### src/rtl/logic_unit_acc_if.sv
// Handshake bundle for logic_unit_acc: input beat channel, result channel and busy flag.
// The master drives beats and result acceptance; the slave is the logic unit itself.
interface logic_unit_acc_if #(
  parameter int WIDTH = 16,
  parameter int CNT_W = 8
);
  logic             in_valid;
  logic             in_ready;
  logic [2:0]       in_op;
  logic             in_last;
  logic [WIDTH-1:0] in_a;
  logic [WIDTH-1:0] in_b;
  logic             out_valid;
  logic             out_ready;
  logic [WIDTH-1:0] out_data;
  logic [CNT_W-1:0] out_count;
  logic             busy;

  modport master (
    output in_valid, in_op, in_last, in_a, in_b, out_ready,
    input  in_ready, out_valid, out_data, out_count, busy
  );

  modport slave (
    input  in_valid, in_op, in_last, in_a, in_b, out_ready,
    output in_ready, out_valid, out_data, out_count, busy
  );
endinterface

### src/rtl/logic_unit_acc.sv
// Registered bitwise logic unit with valid/ready handshake and a burst mode that
// folds several beats into one result using AND, OR or XOR reduction.
module logic_unit_acc #(
  parameter int WIDTH = 16,
  parameter int CNT_W = 8
) (
  input logic             clk,
  input logic             rst_n,
  logic_unit_acc_if.slave lu
);

  typedef enum logic {IDLE = 1'b0, ACCUM = 1'b1} state_e;

  localparam logic [CNT_W-1:0] CNT_MAX = '1;
  localparam logic [CNT_W-1:0] CNT_ONE = CNT_W'(1);

  state_e           state_q, state_d;
  logic [WIDTH-1:0] acc_q, acc_d;
  logic [CNT_W-1:0] cnt_q, cnt_d;
  logic [2:0]       op_q, op_d;
  logic             out_valid_q, out_valid_d;
  logic [WIDTH-1:0] out_data_q, out_data_d;
  logic [CNT_W-1:0] out_count_q, out_count_d;

  logic             accept;
  logic             isReduce;
  logic [2:0]       effOp;
  logic [WIDTH-1:0] term;
  logic [WIDTH-1:0] foldRes;
  logic [CNT_W-1:0] cntInc;

  function automatic logic [WIDTH-1:0] plainOp(input logic [2:0] op,
                                               input logic [WIDTH-1:0] a,
                                               input logic [WIDTH-1:0] b);
    case (op)
      3'b000:  return a & b;
      3'b001:  return a | b;
      3'b010:  return a ^ b;
      3'b011:  return ~(a & b);
      default: return ~a;
    endcase
  endfunction

  // The low two op bits select the same operator for both the beat term and the fold.
  function automatic logic [WIDTH-1:0] reduceOp(input logic [1:0] sel,
                                                input logic [WIDTH-1:0] x,
                                                input logic [WIDTH-1:0] y);
    case (sel)
      2'b01:   return x & y;
      2'b10:   return x | y;
      default: return x ^ y;
    endcase
  endfunction

  assign accept   = lu.in_valid && lu.in_ready;
  assign isReduce = lu.in_op[2] && (lu.in_op[1:0] != 2'b00);
  assign effOp    = (state_q == ACCUM) ? op_q : lu.in_op;
  assign term     = reduceOp(effOp[1:0], lu.in_a, lu.in_b);
  assign foldRes  = reduceOp(op_q[1:0], acc_q, term);
  assign cntInc   = (cnt_q == CNT_MAX) ? cnt_q : cnt_q + CNT_ONE;

  assign lu.in_ready  = !out_valid_q || lu.out_ready;
  assign lu.out_valid = out_valid_q;
  assign lu.out_data  = out_data_q;
  assign lu.out_count = out_count_q;
  assign lu.busy      = (state_q == ACCUM);

  always_ff @(posedge clk or negedge rst_n) begin
    if (!rst_n) begin
      state_q     <= IDLE;
      acc_q       <= '0;
      cnt_q       <= '0;
      op_q        <= '0;
      out_valid_q <= 1'b0;
      out_data_q  <= '0;
      out_count_q <= '0;
    end else begin
      state_q     <= state_d;
      acc_q       <= acc_d;
      cnt_q       <= cnt_d;
      op_q        <= op_d;
      out_valid_q <= out_valid_d;
      out_data_q  <= out_data_d;
      out_count_q <= out_count_d;
    end
  end

  always_comb begin
    state_d = state_q;
    case (state_q)
      IDLE:    if (accept && isReduce && !lu.in_last) state_d = ACCUM;
      ACCUM:   if (accept && lu.in_last) state_d = IDLE;
      default: state_d = IDLE;
    endcase
  end

  // A freshly produced result overrides the acceptance-driven clear of out_valid.
  always_comb begin
    acc_d       = acc_q;
    cnt_d       = cnt_q;
    op_d        = op_q;
    out_valid_d = out_valid_q && !lu.out_ready;
    out_data_d  = out_data_q;
    out_count_d = out_count_q;
    if (accept) begin
      if (state_q == ACCUM) begin
        if (lu.in_last) begin
          out_valid_d = 1'b1;
          out_data_d  = foldRes;
          out_count_d = cntInc;
          acc_d       = '0;
          cnt_d       = '0;
        end else begin
          acc_d = foldRes;
          cnt_d = cntInc;
        end
      end else if (!isReduce) begin
        out_valid_d = 1'b1;
        out_data_d  = plainOp(lu.in_op, lu.in_a, lu.in_b);
        out_count_d = CNT_ONE;
      end else if (lu.in_last) begin
        out_valid_d = 1'b1;
        out_data_d  = term;
        out_count_d = CNT_ONE;
      end else begin
        acc_d = term;
        cnt_d = CNT_ONE;
        op_d  = lu.in_op;
      end
    end
  end

endmodule

### src/flat_wrapper.sv
// flat-port wrapper written by rule: the top's interface ports become plain ports
module logic_unit_acc_flat 
#(
  parameter int WIDTH = 16,
  parameter int CNT_W = 8
)
  (clk, rst_n, lu_in_valid, lu_in_op, lu_in_last, lu_in_a, lu_in_b, lu_out_ready, lu_in_ready, lu_out_valid, lu_out_data, lu_out_count, lu_busy);
  logic_unit_acc_if #(.WIDTH(WIDTH), .CNT_W(CNT_W)) lu_i ();
  input logic clk;
  input logic rst_n;
  input wire logic [$bits(lu_i.in_valid)-1:0] lu_in_valid;
  input wire logic [$bits(lu_i.in_op)-1:0] lu_in_op;
  input wire logic [$bits(lu_i.in_last)-1:0] lu_in_last;
  input wire logic [$bits(lu_i.in_a)-1:0] lu_in_a;
  input wire logic [$bits(lu_i.in_b)-1:0] lu_in_b;
  input wire logic [$bits(lu_i.out_ready)-1:0] lu_out_ready;
  output wire logic [$bits(lu_i.in_ready)-1:0] lu_in_ready;
  output wire logic [$bits(lu_i.out_valid)-1:0] lu_out_valid;
  output wire logic [$bits(lu_i.out_data)-1:0] lu_out_data;
  output wire logic [$bits(lu_i.out_count)-1:0] lu_out_count;
  output wire logic [$bits(lu_i.busy)-1:0] lu_busy;
  assign lu_i.in_valid = lu_in_valid;
  assign lu_i.in_op = lu_in_op;
  assign lu_i.in_last = lu_in_last;
  assign lu_i.in_a = lu_in_a;
  assign lu_i.in_b = lu_in_b;
  assign lu_i.out_ready = lu_out_ready;
  assign lu_in_ready = lu_i.in_ready;
  assign lu_out_valid = lu_i.out_valid;
  assign lu_out_data = lu_i.out_data;
  assign lu_out_count = lu_i.out_count;
  assign lu_busy = lu_i.busy;
  logic_unit_acc #(.WIDTH(WIDTH), .CNT_W(CNT_W)) u_core (.clk(clk), .rst_n(rst_n), .lu(lu_i));
endmodule
### config.mk
export PLATFORM = sky130hd
export DESIGN_NAME = logic_unit_acc_flat
export DESIGN_NICKNAME = d
export VERILOG_FILES = /design/src/rtl/logic_unit_acc_if.sv /design/src/rtl/logic_unit_acc.sv /design/src/flat_wrapper.sv
export SDC_FILE = /design/constraint.sdc
export NUM_CORES = 1
export LEC_CHECK = 0
export CAP_MARGIN = 20
export CORE_UTILIZATION = 55
export CTS_CLUSTER_SIZE = 10
export DETAILED_ROUTE_END_ITERATION = 6
export GPL_ROUTABILITY_DRIVEN = 0
export PLACE_DENSITY = 0.88
export SYNTH_ARGS = -nofsm -noshare
export SYNTH_HDL_FRONTEND = slang
export SYNTH_SLANG_ARGS = --single-unit
### constraint.sdc
create_clock -name clk -period 3.3 [get_ports clk]
set_clock_uncertainty 0.1 [all_clocks]
set_input_delay 0.33 -clock clk [delete_from_list [all_inputs] [get_ports clk]]
set_output_delay 0.33 -clock clk [all_outputs]
set_load 0.01 [all_outputs]
==> impl_metrics.ini, run 1 <==
[clock_tree]
worstSkewPairLatency_ns = 0.32
cts_sinks = 52
clock_path_buffers = 2
postCtsResizedCells = 0
clock-root-buffer = clkbuf_8
numCtsBuffers = 5
cts_hold_buf = 0
htreeDepth = 2
clkTransAtPathRegs_ns = 0.11
cts_tree = built
cts_post_setup_buffers_inserted = 0

[pwr]
power_density_mw_per_mm2 = 588
ir_drop_uv = 339
p_leak_nw = 2.42
finalPower_w = 0.00329

[place]
dp_hpwl_um = 9770
dp_cells = 755
numPortBuffers = 66

[detailed_routing]
via_count = 5018
drt-pass1-iter-count = 5
drt-initial-drc-count = 387
postRouteWirelength_um = 13900
drc = 0
via_per_inst = 6.58
ant_nets = 0
wl_per_cell_um = 18.2

[sta]
min_period_over_period_pct = 91.2
fin_worst_hold_slack_ns = 0.0190
worstMarginPinSlew_ns = 0.889
drv_slew = 0
relSlewSlack_pct = 40.7
setup_violations = 0
hold_viol = 0
rsz0062_at_grt = no
final.setup.tns_ns = 0
period_needed_ns = 3.01
fmax_mhz = 332

[global_routing]
grt_use_total_pct = 31.3
grt_pass1_vias = 4753
grt_max_degree = 59
grt_overflow = 0
antenna_found_initial = 0
grt_pass1_wl_um = 22100

[logic_synthesis]
synth-xor-area-share_pct = 0.553
yosysSeqAreaShare_pct = 27.4
synth_seq_cells = 52
async_reset_ff_share_pct = 100
synth_mux_area_share_pct = 1.34
synth_simple_gate_area_share_pct = 14.7
synthAdderAreaFrac_pct = 14.0
syn_nets = 699
synthFlopType = dfrtp_1
avgSynthCellArea_um2 = 7.84
synth_cells = 606
synth_area_mm2 = 0.00475
synth_compound_area_share_pct = 34.8
ys_types = 48
synth_edf_count = 0
yosysWarnings = 0
synth_top_family_by_area = compound AO/OA/AOI/OAI gates

[worst_setup_path]
crit_path_cell_trace = inv_1 -> a21boi_0 -> inv_1 -> ha_1 -> inv_2 -> a31oi_2 -> ha_1 -> o21ai_0 -> a21o_1 -> a31oi_1
r2r_start = u_core.lu.busy
cp-end-kind = flip-flop
crit_type = reg2reg
crit_path_max_fanout = 16
cp.arrival_ns = 3.15
critPathSlowestCell = dfrtp_1
critPathBufInv = 3
path_delay_family = compound AO/OA/AOI/OAI gates
cp_slowest_stage_delay_ns = 0.49
startpoint = u_core.lu.busy
required_ns = 3.44
startpoint_type = flip-flop

[floorplanning]
num_rows = 33
die-area_mm2 = 0.00901
pin_count = 67
die_width_um = 94.9
fp.coreArea_mm2 = 0.00830
start_util_pct = 57.2
chipHeight_um = 94.9

[final_layout]
final_cells = 763
num_antenna_cells = 0
fillCellCount = 670
seq_area_mm2 = 0.00130
nets = 750
syn_to_final_growth_pct = 17.8
multiInputGateArea_mm2 = 0.00311
drive_gt1_share_pct = 7.29
final_util_pct = 67.4

[min_path]
worstHoldPathType = in2async

[job]
max_cap_violations = 0

[outcome]
status = finished, final reports clean
==> final timing paths <==
path                                           to  slack (ns)  depth (start not counted)
hold reg to reg            u_core.lu.out_count[4]        0.39                          2
max in group asynchronous         u_core.acc_q[8]        2.30                          2
min in group clk           u_core.lu.out_count[4]        0.39                          2
setup / recovery           u_core.lu.out_data[11]        0.29                         10
hold / removal             u_core.lu.out_count[5]        0.02                          1
setup reg to reg           u_core.lu.out_data[11]        0.29                         10
==> state kept, by name, indices dropped and copies added, names as in the netlist <==
| signal | cells |
|---|---|
| u_core.acc_q | 16 |
| u_core.lu.out_data | 16 |
| u_core.cnt_q | 8 |
| u_core.lu.out_count | 8 |
| u_core.op_q | 2 |
| u_core.lu.busy | 1 |
| u_core.lu.out_valid | 1 |
==> metal layers <==
layer / global-route usage (%) / up-vias / part of all wire, %
met5: 0 / - / 0
met4: 16.0 / 0 / 4.0
met3: 4.19 / 59 / 8.8
met2: 52.2 / 326 / 47
met1: 39.3 / 2375 / 40
li1: - / 2258 / -
==> logic make-up after synthesis <==
family | Yosys count
AOI/OAI and AO/OA | 259
xor gates and xnor gates | 3
adders and majority gates | 53
and+or+nand+nor | 150
DFF | 52
buffers and inverters | 83
muxes | 6
==> power by group <==
group          switching, W  internal (W)
registers          0.000173      0.000844
logic               0.00107      0.000804
clock network      0.000242      0.000155
==> cell usage in the layout (no fill, tap or decap), drive strengths merged, types with 3 or more instances in the layout <==
master / n
buf: 20
o31ai: 3
o21ai: 108
a21oi: 55
nor2: 32
nor2b: 20
ha: 53
or2b: 4
and3: 3
clkbuf: 5
inv: 43
mux2: 3
a21o: 26
dfrtp: 52
o211ai: 6
a22oi: 16
mux2i: 3
a221oi: 12
a2111o: 4
a31oi: 22
nand2: 64
clkdlybuf4s50: 65
nand3: 6
nand2b: 13
==> synthesized netlist by cell type (2+ instances only) <==
| master | number | area [um2] |
|---|---|---|
| a221oi_1 | 12 | 105 |
| a2111o_1 | 4 | 45.0 |
| and3_1 | 3 | 18.8 |
| mux2_2 | 3 | 33.8 |
| xor2_1 | 2 | 17.5 |
| o21ai_0 | 100 | 500 |
| o21ai_1 | 8 | 40.0 |
| nand3_1 | 6 | 30.0 |
| clkbuf_1 | 19 | 71.3 |
| inv_1 | 41 | 154 |
| o211ai_1 | 6 | 45.0 |
| a31oi_2 | 12 | 150 |
| buf_2 | 17 | 85.1 |
| ha_1 | 53 | 663 |
| a31oi_1 | 8 | 50.1 |
| or2b_1 | 4 | 30.0 |
| nor2_1 | 32 | 120 |
| dfrtp_1 | 52 | 1300 |
| o31ai_1 | 3 | 22.5 |
| nand2_1 | 64 | 240 |
| a22oi_1 | 16 | 120 |
| nor2b_1 | 20 | 125 |
| nand2b_1 | 13 | 81.3 |
| mux2i_1 | 3 | 30.0 |
| buf_1 | 2 | 7.51 |
| a21o_1 | 26 | 195 |
| a31oi_4 | 2 | 42.5 |
| nor3_1 | 2 | 10.0 |
| a21oi_1 | 54 | 270 |
==> final cells by class <==
class	instances	share of cell area (%)
clock buffer	5	1.23
clock inverter	3	0.470
inverter	42	2.82
multi-input combinational	471	55.6
sequential	52	23.3
tap	105	2.35
timing repair buffer	85	14.3
==> worst reg2reg max path, delay by kind of cell, from the launching register on <==
| kind | cells | cell delay (ns) |
|---|---|---|
| buf+inv | 3 | 0.66 |
| fa+ha+maj | 2 | 0.69 |
| compound gates | 5 | 0.98 |
| flops | 1 | 0.49 |
==> per-stage QoR <==
step / area (um2) / setup WS [ns]
2_1_floorplan: 4750 / 0.314
3_3_place_gp: 5500 / 0.348
3_5_place_dp: 5500 / 0.258
4_1_cts: 5590 / 0.348
5_1_grt: 5590 / 0.108
6_report: 5590 / 0.289
(Power assumes the default switching activity.)
==> run 2, diff against run 1 <==
- ABC_AREA: default -> 1
==> impl_metrics.ini, run 2 <==
[outcome]
status = finished, violations left
violations = DRC

[sta]
fmax_mhz = 369
min_period_over_period_pct = 82.2
relSlewSlack_pct = 32.1
rsz0062_at_grt = no
final.setup.tns_ns = 0
period_needed_ns = 2.71
worstMarginPinSlew_ns = 1.02
hold_viol = 0
drv_slew = 0
setup_violations = 0

[floorplanning]
start_util_pct = 57.5
pin_count = 67
die_width_um = 98.2
num_rows = 34
die-area_mm2 = 0.00964
chipHeight_um = 98.2
fp.coreArea_mm2 = 0.00885

[global_routing]
grt_max_degree = 40
grt_pass1_wl_um = 22600
grt_overflow = 0
antenna_found_initial = 0
grt_pass1_vias = 4917
grt_use_total_pct = 28.8

[worst_setup_path]
reg2reg_depth = 14
startpoint_type = flip-flop
cp.arrival_ns = 2.82
crit_type = reg2reg
required_ns = 3.41
cp-end-kind = flip-flop
crit_path_max_fanout = 16

[place]
dp_cells = 943
dp_hpwl_um = 9590
numPortBuffers = 66

[final_layout]
final_common_cell = nand2_1
multiInputGateArea_mm2 = 0.00308
seq_area_mm2 = 0.00130
syn_to_final_growth_pct = 15.8
nets = 935
final_cells = 951
fillCellCount = 770
num_antenna_cells = 0
drive_gt1_share_pct = 5.34
mostFrequentLayoutCells = 290 x nand2_1, 124 x inv_1, 65 x clkdlybuf4s50_1

[detailed_routing]
ant_nets = 0
wl_per_cell_um = 14.2
drc = 1
drt-initial-drc-count = 497
via_per_inst = 5.58
postRouteWirelength_um = 13500
drt-pass1-iter-count = 7
via_count = 5306

[clock_tree]
htreeDepth = 2
clkTransAtPathRegs_ns = 0.10
cts_sinks = 52
worstSkewPairLatency_ns = 0.31
clock-root-buffer = clkbuf_8
postCtsResizedCells = 0
clock_path_buffers = 2
cts_hold_buf = 0
cts_post_setup_buffers_inserted = 0
numCtsBuffers = 5
cts_tree = built

[logic_synthesis]
async_reset_ff_share_pct = 100
yosysWarnings = 0
syn_nets = 888
synth_compound_area_share_pct = 15.3
synthFlopType = dfrtp_1
synthAdderAreaFrac_pct = 13.0
synth_top_family_by_area = simple AND/OR/NAND/NOR gates
synth_area_leaders = dfrtp_1 26%, nand2_1 21%, ha_1 13%
synth_cells = 795
synth_top_area_share_pct = 25.6
synth_seq_cells = 52
synth_mux_area_share_pct = 0
synth-xor-area-share_pct = 0.516
synth_area_mm2 = 0.00509
synth_simple_gate_area_share_pct = 31.7
synth_common_cells = 290 x nand2_1, 124 x inv_1, 55 x a21oi_1
synth_most_common_cell = nand2_1
avgSynthCellArea_um2 = 6.40
synth_edf_count = 0
yosysSeqAreaShare_pct = 25.6
ys_types = 37
synth_top_area_cell = dfrtp_1

[pwr]
ir_drop_uv = 447
power_density_mw_per_mm2 = 595
p_leak_nw = 3.23

[job]
max_cap_violations = 0

[min_path]
worstHoldPathType = in2async
==> run 2: changes by cell type after synthesis, sizes merged, moves of 10 or more <==
cell	before	now
a21o	26	0
a221oi	12	0
a22oi	16	0
a31oi	22	11
inv	42	131
nand2	64	294
nand2b	13	0
nand3	6	37
nor2b	20	0
o21ai	108	41
o21bai	1	11
o22ai	0	12
or2	1	12
==> run 2: area by class of cell <==
class | instances | share of cell area [%]
clock buffer | 7 | 1.64
sequential | 52 | 22.1
tap | 108 | 2.29
timing repair buffer | 79 | 12.8
clock inverter | 1 | 0.510
multi-input combinational | 573 | 52.3
inverter | 131 | 8.39
==> run 2: report_power, final <==
| group | switching (W) | leakage (nW) | total, W | internal, W |
|---|---|---|---|---|
| registers | 0.000152 | 0.673 | 0.000988 | 0.000836 |
| clock network | 0.000213 | 0.0645 | 0.000481 | 0.000268 |
| logic | 0.00122 | 2.49 | 0.00204 | 0.000812 |
| total | 0.00159 | 3.23 | 0.00351 | 0.00192 |
==> run 2: per-stage QoR <==
stage | hold slack, ns | setup WS, ns | area [um2] | utilization [%] | total power (W)
floorplan | -0.0656 | 0.416 | 5090 | - | 0.00236
global placement | 0.365 | 0.392 | 5760 | 65.1 | 0.00292
detailed placement | 0.370 | 0.338 | 5760 | 65.1 | 0.00298
CTS | 0.0475 | 0.612 | 5890 | 66.6 | 0.00348
global route | 0.0707 | 0.285 | 5890 | 66.6 | 0.00382
finish | 0.0147 | 0.588 | 5890 | 66.6 | 0.00351
==> run 2: metal layers <==
metal / GRT usage, % / vias to the layer above / part of all wire [%]
met2: 50.5 / 249 / 48
met4: 11.1 / 0 / 3.3
met1: 35.7 / 2418 / 41
met3: 4.22 / 52 / 7.3
met5: 0 / - / 0
li1: - / 2587 / -
==> run 2: final timing paths <==
check / to / startpoint / slack (ns)
setup reg to reg: u_core.lu.out_data[3] / u_core.lu.busy / 0.59
max in group asynchronous: u_core.lu.out_count[7] / rst_n / 2.35
min in group clk: u_core.lu.out_count[3] / u_core.lu.out_count[3] / 0.39
setup / recovery: u_core.lu.out_data[3] / u_core.lu.busy / 0.59
hold reg to reg: u_core.lu.out_count[3] / u_core.lu.out_count[3] / 0.39
hold / removal: u_core.lu.out_data[12] / rst_n / 0.01
==> run 2: critical path, cell delays in order (launching register included) <==
cell and delay, ns:
dfrtp_1 0.44, o21ai_0 0.26, inv_1 0.08, ha_1 0.44, nand2_1 0.16, nand2_1 0.06, o21ai_1 0.25, inv_1 0.09
ha_1 0.29, inv_1 0.06, a21oi_1 0.06, nand2_1 0.13, nand2_1 0.05, nand2_1 0.06, nand2_1 0.06
==> run 2: cells by family after synthesis <==
kind of cell               count (synthesis)
AOI/OAI and AO/OA                        138
xor gates and xnor gates                   3
adders and majority gates                 53
buffers and inverters                    170
DFF                                       52
and+or+nand+nor                          379
==> run 3, diff against run 2 <==
- clock period: 3.3 -> 2.8 ns (I/O delays scaled with it)
==> impl_metrics.ini, run 3 (synthesis gave the netlist of run 2 again) <==
[outcome]
status = finished, violations left
violations = DRC

[global_routing]
grt_pass1_vias = 4938
grt_overflow = 0
gr-usage-met1_pct = 33.7
grt-busiest-layer = met2
grt_use_met2_pct = 48.8
grt_use_total_pct = 27.5
grt_pass1_wl_um = 21700
antenna_found_initial = 0
grt_util_met3_pct = 3.22
grt_max_degree = 39

[floorplanning]
start_util_pct = 57.5
die-area_mm2 = 0.00964
die_width_um = 98.2
num_rows = 34
pin_count = 67
fp.coreArea_mm2 = 0.00885
chipHeight_um = 98.2

[detailed_routing]
drc = 1
via_per_inst = 5.38
ant_nets = 0
drt-pass1-iter-count = 7
drt-initial-drc-count = 416
via_count = 5234
wl_per_cell_um = 13.0
postRouteWirelength_um = 12700

[sta]
setup_violations = 0
fmax_mhz = 389
worstMarginPinSlew_ns = 0.669
period_needed_ns = 2.57
relSlewSlack_pct = 55.4
final.setup.tns_ns = 0
rsz0062_at_grt = no
drv_slew = 0
min_period_over_period_pct = 91.8
hold_viol = 0
setup_ws_ns = 0.228

[final_layout]
final_cell_area_mm2 = 0.00603
syn_to_final_growth_pct = 18.5
final_common_cell = nand2_1
num_antenna_cells = 0
nets = 957
drive_gt1_share_pct = 7.86
mostFrequentLayoutCells = 290 x nand2_1, 124 x inv_1, 65 x clkdlybuf4s50_1

[place]
post-place-ws_ns = -0.0441
dp_hpwl_um = 9540
placed_cell_area_mm2 = 0.00592
numPortBuffers = 66

[clock_tree]
worstSkewPairLatency_ns = 0.32
numCtsBuffers = 5
cts_post_setup_buffers_inserted = 0
clock_path_buffers = 2
htreeDepth = 2
cts_tree = built
clkTransAtPathRegs_ns = 0.11
cts_sinks = 52
clock-root-buffer = clkbuf_8

[pwr]
power_density_mw_per_mm2 = 688
ir_drop_uv = 642
finalPower_w = 0.00415
p_leak_nw = 3.32

[worst_setup_path]
crit_path_cell_trace = o21ai_1 -> inv_1 -> ha_1 -> inv_2 -> buf_4 -> o21ai_0 -> inv_1 -> ha_1 -> inv_1 -> a21oi_1 -> nand2_1 -> nand2_1 -> nand2_1 -> nand2_1
cp_slowest_stage_delay_ns = 0.48
critPathBufInv = 5
critPathSlowestCell = dfrtp_2
cp-end-kind = flip-flop
startpoint_type = flip-flop
r2r_start = u_core.lu.busy
startpoint = u_core.lu.busy
required_ns = 2.96
path_delay_family = compound AO/OA/AOI/OAI gates
crit_path_max_fanout = 11
cp.arrival_ns = 2.73
cpMostUsedCell = nand2_1
crit_type = reg2reg

[job]
max_cap_violations = 0

[min_path]
worstHoldPathType = in2async
==> run 3: worst paths after layout <==
| kind | endpoint | slack, ns | cells past startpoint |
|---|---|---|---|
| max in group asynchronous | u_core.lu.busy | 1.51 | 3 |
| min in group clk | u_core.lu.out_count[6] | 0.39 | 2 |
| worst min-delay path | u_core.lu.out_data[13] | 0.28 | 2 |
| worst max-delay path | u_core.lu.out_data[6] | 0.23 | 14 |
| worst min register to register | u_core.lu.out_count[6] | 0.39 | 2 |
| worst max register to register | u_core.lu.out_data[6] | 0.23 | 14 |
==> run 3: area by class of cell <==
type | instances | area, um2
Multi-Input combinational cell | 573 | 3080
Fill cell | 774 | 2820
Sequential cell | 52 | 1300
Timing Repair Buffer | 101 | 921
Inverter | 131 | 494
Tap cell | 108 | 135
Clock buffer | 5 | 68.8
Clock inverter | 3 | 22.5
==> run 3: worst register-to-register path: stages, from the launching register on <==
cell,delay (ns)
dfrtp_2,0.48
o21ai_1,0.20
inv_1,0.07
ha_1,0.31
inv_2,0.08
buf_4,0.17
o21ai_0,0.31
inv_1,0.08
ha_1,0.28
inv_1,0.03
a21oi_1,0.16
nand2_1,0.07
nand2_1,0.07
nand2_1,0.05
nand2_1,0.06
==> run 3: repair_timing <==
item | CTS | global route
gates resized for setup | 0 | 5
endpoints found under the setup margin | 0 | 15
hold buffers | 1 | 0
endpoints found under the hold margin | 14 | 0
==> run 3: metrics by stage <==
step / hold WS (ns) / util (%) / std cells
2_1_floorplan: -0.116 / - / 795
3_3_place_gp: 0.104 / 66.9 / 964
3_5_place_dp: 0.106 / 66.9 / 964
4_1_cts: 0.294 / 68.1 / 973
5_1_grt: 0.308 / 68.1 / 973
6_report: 0.284 / 68.1 / 973
==> run 3: where the power goes <==
part	switching, W	internal [W]	leakage, nW
clock	0.000274	0.000180	0.0485
combinational	0.00144	0.00110	2.60
sequential	0.000167	0.000985	0.671
total	0.00188	0.00227	3.32
==> run 3: routing by layer <==
metal	vias to the layer above	part of all wire, %
li1	2637	-
met1	2383	42
met2	183	49
met3	31	5.6
met4	0	2.9
met5	-	0
